`config.mk`:
```
export PLATFORM = sky130hd
export DESIGN_NAME = slave_port
export DESIGN_NICKNAME = d
export VERILOG_FILES = /design/src/rtl/slave_port.sv
export SDC_FILE = /design/constraint.sdc
export NUM_CORES = 1
export LEC_CHECK = 0
export CORE_AREA = 2 2 79 81
export CTS_CLUSTER_DIAMETER = 60
export CTS_CLUSTER_SIZE = 14
export DETAILED_ROUTE_END_ITERATION = 12
export DIE_AREA = 0 0 81 83
export GPL_TIMING_DRIVEN = 0
export PLACE_DENSITY = 0.58
export SETUP_SLACK_MARGIN = 0.02
export SLEW_MARGIN = 20
export SYNTH_ARGS = -nofsm -noshare
export SYNTH_HDL_FRONTEND = slang
export SYNTH_SLANG_ARGS = --single-unit
```
`constraint.sdc`:
```
create_clock -name clk -period 3.1 [get_ports clk]
set_input_delay 0.62 -clock clk [delete_from_list [all_inputs] [get_ports clk]]
set_output_delay 0.62 -clock clk [all_outputs]
set_load 0.005 [all_outputs]
```
`src/rtl/slave_port.sv`:
```
// slave_port: serial write-frame receiver with slave-select decode.
// Optional sticky framing-error output under SP_FRAME_CHECK_EN.
module slave_port #(
  parameter logic [3:0] SLAVE_ID = 4'h1
) (
  input  logic        clk,
  input  logic        rstn,
  input  logic        sp_addr,
  input  logic        sp_wdata,
  input  logic        sp_valid,
  output logic        sp_ready,
  output logic [11:0] s_addr,
  output logic [7:0]  s_wdata,
  output logic        s_valid,
  input  logic        s_ready
`ifdef SP_FRAME_CHECK_EN
  ,
  output logic        sp_frame_err
`endif
);

  typedef enum logic [2:0] {
    IDLE,
    RX_SEL,
    RX_ADDR,
    RX_DATA,
    DROP
  } state_e;

  state_e      state_q, state_d;
  logic [3:0]  cnt_q, cnt_d;
  logic [15:0] addr_sr_q, addr_sr_d;
  logic [7:0]  data_sr_q, data_sr_d;
  logic [11:0] s_addr_q, s_addr_d;
  logic [7:0]  s_wdata_q, s_wdata_d;
  logic        s_valid_q, s_valid_d;

  logic        in_frame;
  logic        abort;
  logic        beat_hs;
  logic        addr_shift;
  logic        data_shift;
  logic        sel_match;
  logic        deliver;
  logic        unused_sr;

  // Upper address bits are shifted through but only
  // the select nibble is consumed, on the fly.
  assign unused_sr = ^addr_sr_q[15:11];

  // A frame is live in the three receive states.
  assign in_frame = (state_q == RX_SEL) ||
                    (state_q == RX_ADDR) ||
                    (state_q == RX_DATA);

  assign abort     = in_frame && !sp_valid;
  assign beat_hs   = sp_valid && sp_ready;
  assign sel_match = ({addr_sr_q[2:0], sp_addr} == SLAVE_ID);

  // Select nibble is taken unconditionally; the rest
  // of the frame only moves on a valid/ready beat.
  assign addr_shift = ((state_q == IDLE) && sp_valid) ||
                      ((state_q == RX_SEL) && sp_valid) ||
                      ((state_q == RX_ADDR) && beat_hs) ||
                      ((state_q == RX_DATA) && beat_hs);

  assign data_shift = (state_q == RX_DATA) && beat_hs;
  assign deliver    = data_shift && (cnt_q == 4'd15);

  // State register.
  always_ff @(posedge clk or negedge rstn) begin
    if (!rstn) begin
      state_q <= IDLE;
    end else begin
      state_q <= state_d;
    end
  end

  // Next-state decode.
  always_comb begin
    state_d = state_q;
    unique case (state_q)
      IDLE: begin
        if (sp_valid) state_d = RX_SEL;
      end
      RX_SEL: begin
        if (!sp_valid) begin
          state_d = IDLE;
        end else if (cnt_q == 4'd3) begin
          state_d = sel_match ? RX_ADDR : DROP;
        end
      end
      RX_ADDR: begin
        if (!sp_valid) begin
          state_d = IDLE;
        end else if (sp_ready && (cnt_q == 4'd7)) begin
          state_d = RX_DATA;
        end
      end
      RX_DATA: begin
        if (!sp_valid) begin
          state_d = IDLE;
        end else if (sp_ready && (cnt_q == 4'd15)) begin
          state_d = IDLE;
        end
      end
      DROP: begin
        if (!sp_valid) state_d = IDLE;
      end
      default: state_d = IDLE;
    endcase
  end

  // Ready to the bus; a pending request stalls
  // everything past the select nibble.
  always_comb begin
    sp_ready = 1'b0;
    if ((state_q == RX_ADDR) || (state_q == RX_DATA)) begin
      sp_ready = !s_valid_q;
    end
  end

  // Beat counter and shift-register next state.
  always_comb begin
    cnt_d     = cnt_q;
    addr_sr_d = addr_sr_q;
    data_sr_d = data_sr_q;
    if (abort) begin
      cnt_d = 4'd0;
    end else if ((state_q == IDLE) && sp_valid) begin
      cnt_d = 4'd1;
    end else if ((state_q == DROP) && !sp_valid) begin
      cnt_d = 4'd0;
    end else if (addr_shift) begin
      cnt_d = cnt_q + 4'd1;
    end
    if (addr_shift) begin
      addr_sr_d = {addr_sr_q[14:0], sp_addr};
    end
    if (data_shift) begin
      data_sr_d = {data_sr_q[6:0], sp_wdata};
    end
  end

  // Request to the slave: loaded on the final beat,
  // held until the slave takes it.
  always_comb begin
    s_addr_d  = s_addr_q;
    s_wdata_d = s_wdata_q;
    s_valid_d = s_valid_q;
    if (deliver) begin
      s_addr_d  = {addr_sr_q[10:0], sp_addr};
      s_wdata_d = {data_sr_q[6:0], sp_wdata};
      s_valid_d = 1'b1;
    end else if (s_valid_q && s_ready) begin
      s_valid_d = 1'b0;
    end
  end

  // Datapath registers.
  always_ff @(posedge clk or negedge rstn) begin
    if (!rstn) begin
      cnt_q     <= 4'd0;
      addr_sr_q <= 16'd0;
      data_sr_q <= 8'd0;
      s_addr_q  <= 12'd0;
      s_wdata_q <= 8'd0;
      s_valid_q <= 1'b0;
    end else begin
      cnt_q     <= cnt_d;
      addr_sr_q <= addr_sr_d;
      data_sr_q <= data_sr_d;
      s_addr_q  <= s_addr_d;
      s_wdata_q <= s_wdata_d;
      s_valid_q <= s_valid_d;
    end
  end

  assign s_addr  = s_addr_q;
  assign s_wdata = s_wdata_q;
  assign s_valid = s_valid_q;

`ifdef SP_FRAME_CHECK_EN
  logic err_q;

  // Sticky abort flag; only reset clears it.
  always_ff @(posedge clk or negedge rstn) begin
    if (!rstn) begin
      err_q <= 1'b0;
    end else if (abort) begin
      err_q <= 1'b1;
    end
  end

  assign sp_frame_err = err_q;
`endif

endmodule

```
==> impl_metrics.ini <==
[run_status]
status = finished, final reports clean

[synthesis]
yosys.area.top_type_share_pct = 57.50
synth.area.top_cells = dfrtp_1 (57%), mux2_2 (21%), buf_6 (1.7%), a211oi_1 (1.1%), nand4_4 (1.1%)
ys_seq_elements = 46
synthMuxAreaShare_pct = 21.38
synth_top_family_by_area = multiplexers
yosys.area_share.adder_pct = 0.6250
synth_xor_area_share_pct = 0
yosys_warnings = 0
syn_area_mm2 = 0.002002
synth_compound_area_share_pct = 6.188
syn_inst = 140
yosysSeqAreaShare_pct = 57.50
synth_nets = 147
syn_area_per_cell_um2 = 14.30
async_flop_share_pct = 100.0
synth_edf_count = 0
ys_types = 36
synthSimpleGateAreaFrac_pct = 11.06
yosys_most_used_dff = dfrtp_1
post-synth-top-area-cell = dfrtp_1

[pwr]
power_density_mw_per_mm2 = 600.9
p_clk_share_pct = 34.9
p_sw_share_pct = 23.57
p_seq_share_pct = 49.4
leakage_nw = 1.135
irDropWorstVdd_mv = 0.2455
p_int_w = 0.001159
power_frac_comb_pct = 15.6
p_sw_w = 0.0003575

[floorplan]
io_pins = 28
core_mm2 = 0.005816
die_x_um = 81
die_area_mm2 = 0.006723
rows = 28
start_util_pct = 34.42
die_h_um = 83

[clock_tree]
cts_setup_buffers = 0
numCtsBuffers = 5
cts-root-buf = clkbuf_8
clk_latency_ns = 0.29
postCtsHoldBufs = 0
clkSinkCount = 46
cts_resized = 0
cts_tree = done
clockBufferDepth = 2
htree_levels = 2
clkTransAtPathRegs_ns = 0.08

[setup_path]
cp.required_ns = 2.48
critPathKind = reg -> out
cp.arrival_ns = 1.60
r2r_start = cnt_q[0]
cp-start-kind = flop
startpoint = state_q[1]
crit_path_end_kind = output pin
cp_max_fo = 10

[sta]
finalMaxSlewViolations = 0
finalClockSkew_ns = 0.003302
clock.fmax_mhz = 449.9
maxSlewHeadroom_pct = 69.54
hold_violations = 0
worstMarginPinSlew_ns = 0.4506
period_needed_ns = 2.223
fin_crit_sh_pct = 71.69
grt_setup_unrepaired = false
finalSetupTns_ns = 0
setup_violations = 0

[placement]
gp_congestion = 0.7295
place_area_mm2 = 0.002381
detailed_place_hpwl_mm = 2.722
numPortBuffers = 27

[global_routing]
grt_use_total_pct = 12.07
antenna_found_initial = 0
grt_pass1_vias = 1369
grt.overflow.total = 0
grt_max_degree = 31
grt_pass1_wl_mm = 6.465

[routing]
viasPerCell = 4.908
dr.pass1.iters = 4
drtIter0Drc = 67
vias = 1232
route.detailed.drc = 0
avgRoutedWirePerCell_um = 14.57
finalWirelength_mm = 3.657
ant_nets = 0

[finish]
mostFrequentLayoutCells = dfrtp_1 (46), mux2_2 (38), clkdlybuf4s50_1 (26)
final_layout_size_suffix_gt1_share_pct = 36.36
fin_nets = 182
design_area_mm2 = 0.002524
layout_commonest_cell = dfrtp_1
antennaDiodeCount = 0
syn2layout_area_growth_pct = 26.06

[min_path]
hp-class = in -> async

[run]
drv_cap = 0
## power groups by stage
stage          registers (W)  clock network, W  logic, W
2_1_floorplan       0.000742                 0  0.000183
3_3_place_gp        0.000760                 0  0.000222
3_5_place_dp        0.000763                 0  0.000236
4_1_cts             0.000750          0.000548  0.000239
5_1_grt             0.000764          0.000583  0.000259
6_report            0.000750          0.000530  0.000237
## cell families (layout without fill, tap and decap cells)
group,Yosys count,after routing
simple gates,28,28
mux,38,38
flops,46,46
fa+ha+maj,1,1
compound gates,17,17
buf+inv,10,46
## through the flow
step | util, % | cells | worst slack, ns | power (W) | hold slack (ns)
after detailed placement | 40.94 | 243 | 0.7984 | 0.0009996 | 0.4925
after CTS | 43.40 | 251 | 0.8552 | 0.001537 | 0.2664
after global placement | 40.68 | 242 | 0.2131 | 0.0009811 | 0.4885
after floorplan | - | 140 | 1.570 | 0.0009250 | 0.3244
final | 43.40 | 251 | 0.8775 | 0.001517 | 0.2567
after global routing | 43.40 | 251 | 0.7486 | 0.001607 | 0.2656
## Yosys cell counts, drive strengths merged, types with 2 or more instances
| cell | n |
|---|---|
| buf | 7 |
| or4 | 2 |
| nand3 | 3 |
| inv | 3 |
| and2b | 2 |
| dfrtp | 46 |
| mux2 | 38 |
| nor3 | 3 |
| o21ai | 3 |
| a21oi | 2 |
| nand2 | 2 |
| o31ai | 2 |
| or3b | 2 |
| nand2b | 2 |
| nor4b | 2 |
| and2 | 2 |
| nor3b | 2 |
| o21a | 2 |
| a211oi | 4 |
## worst paths after layout
| kind | to | slack, ns | cells past startpoint |
|---|---|---|---|
| worst max-delay path | sp_ready | 0.88 | 4 |
| worst min-delay path | data_sr_q[0] | 0.26 | 1 |
| worst max register to register | s_wdata[4] | 1.41 | 5 |
| worst min register to register | s_wdata[3] | 0.51 | 1 |
| max in group asynchronous | addr_sr_q[9] | 2.35 | 2 |
| min in group clk | s_wdata[3] | 0.51 | 1 |
## worst max-delay path: stages (launching register included)
cell,delay [ns]
dfrtp_1,0.35
buf_2,0.22
nand2b_1,0.12
nor2_1,0.11
clkdlybuf4s50_1,0.52
## registers in the layout (all words and copies together) (netlist names)
name and count:
s_wdata 8, cnt_q 4, s_addr 12, s_valid 1, addr_sr_q 11, state_q 3, data_sr_q 7
## final cells by class
class | count | area [um2]
Tap cell | 75 | 93.84
Multi-Input combinational cell | 84 | 785.8
Buffer | 7 | 53.80
Sequential cell | 46 | 1151
Timing Repair Buffer | 28 | 285.3
Fill cell | 557 | 3292
Inverter | 3 | 11.26
Clock inverter | 2 | 60.06
Clock buffer | 6 | 82.58
## per-layer routing
metal / vias up / GRT usage, % / part of all wire, %
li1: 582 / - / -
met1: 624 / 14.02 / 42
met2: 21 / 21.04 / 52
met3: 5 / 3.913 / 5.1
met4: 0 / 3.236 / 0.68
met5: - / 0 / 0
(Power assumes the default switching activity.)
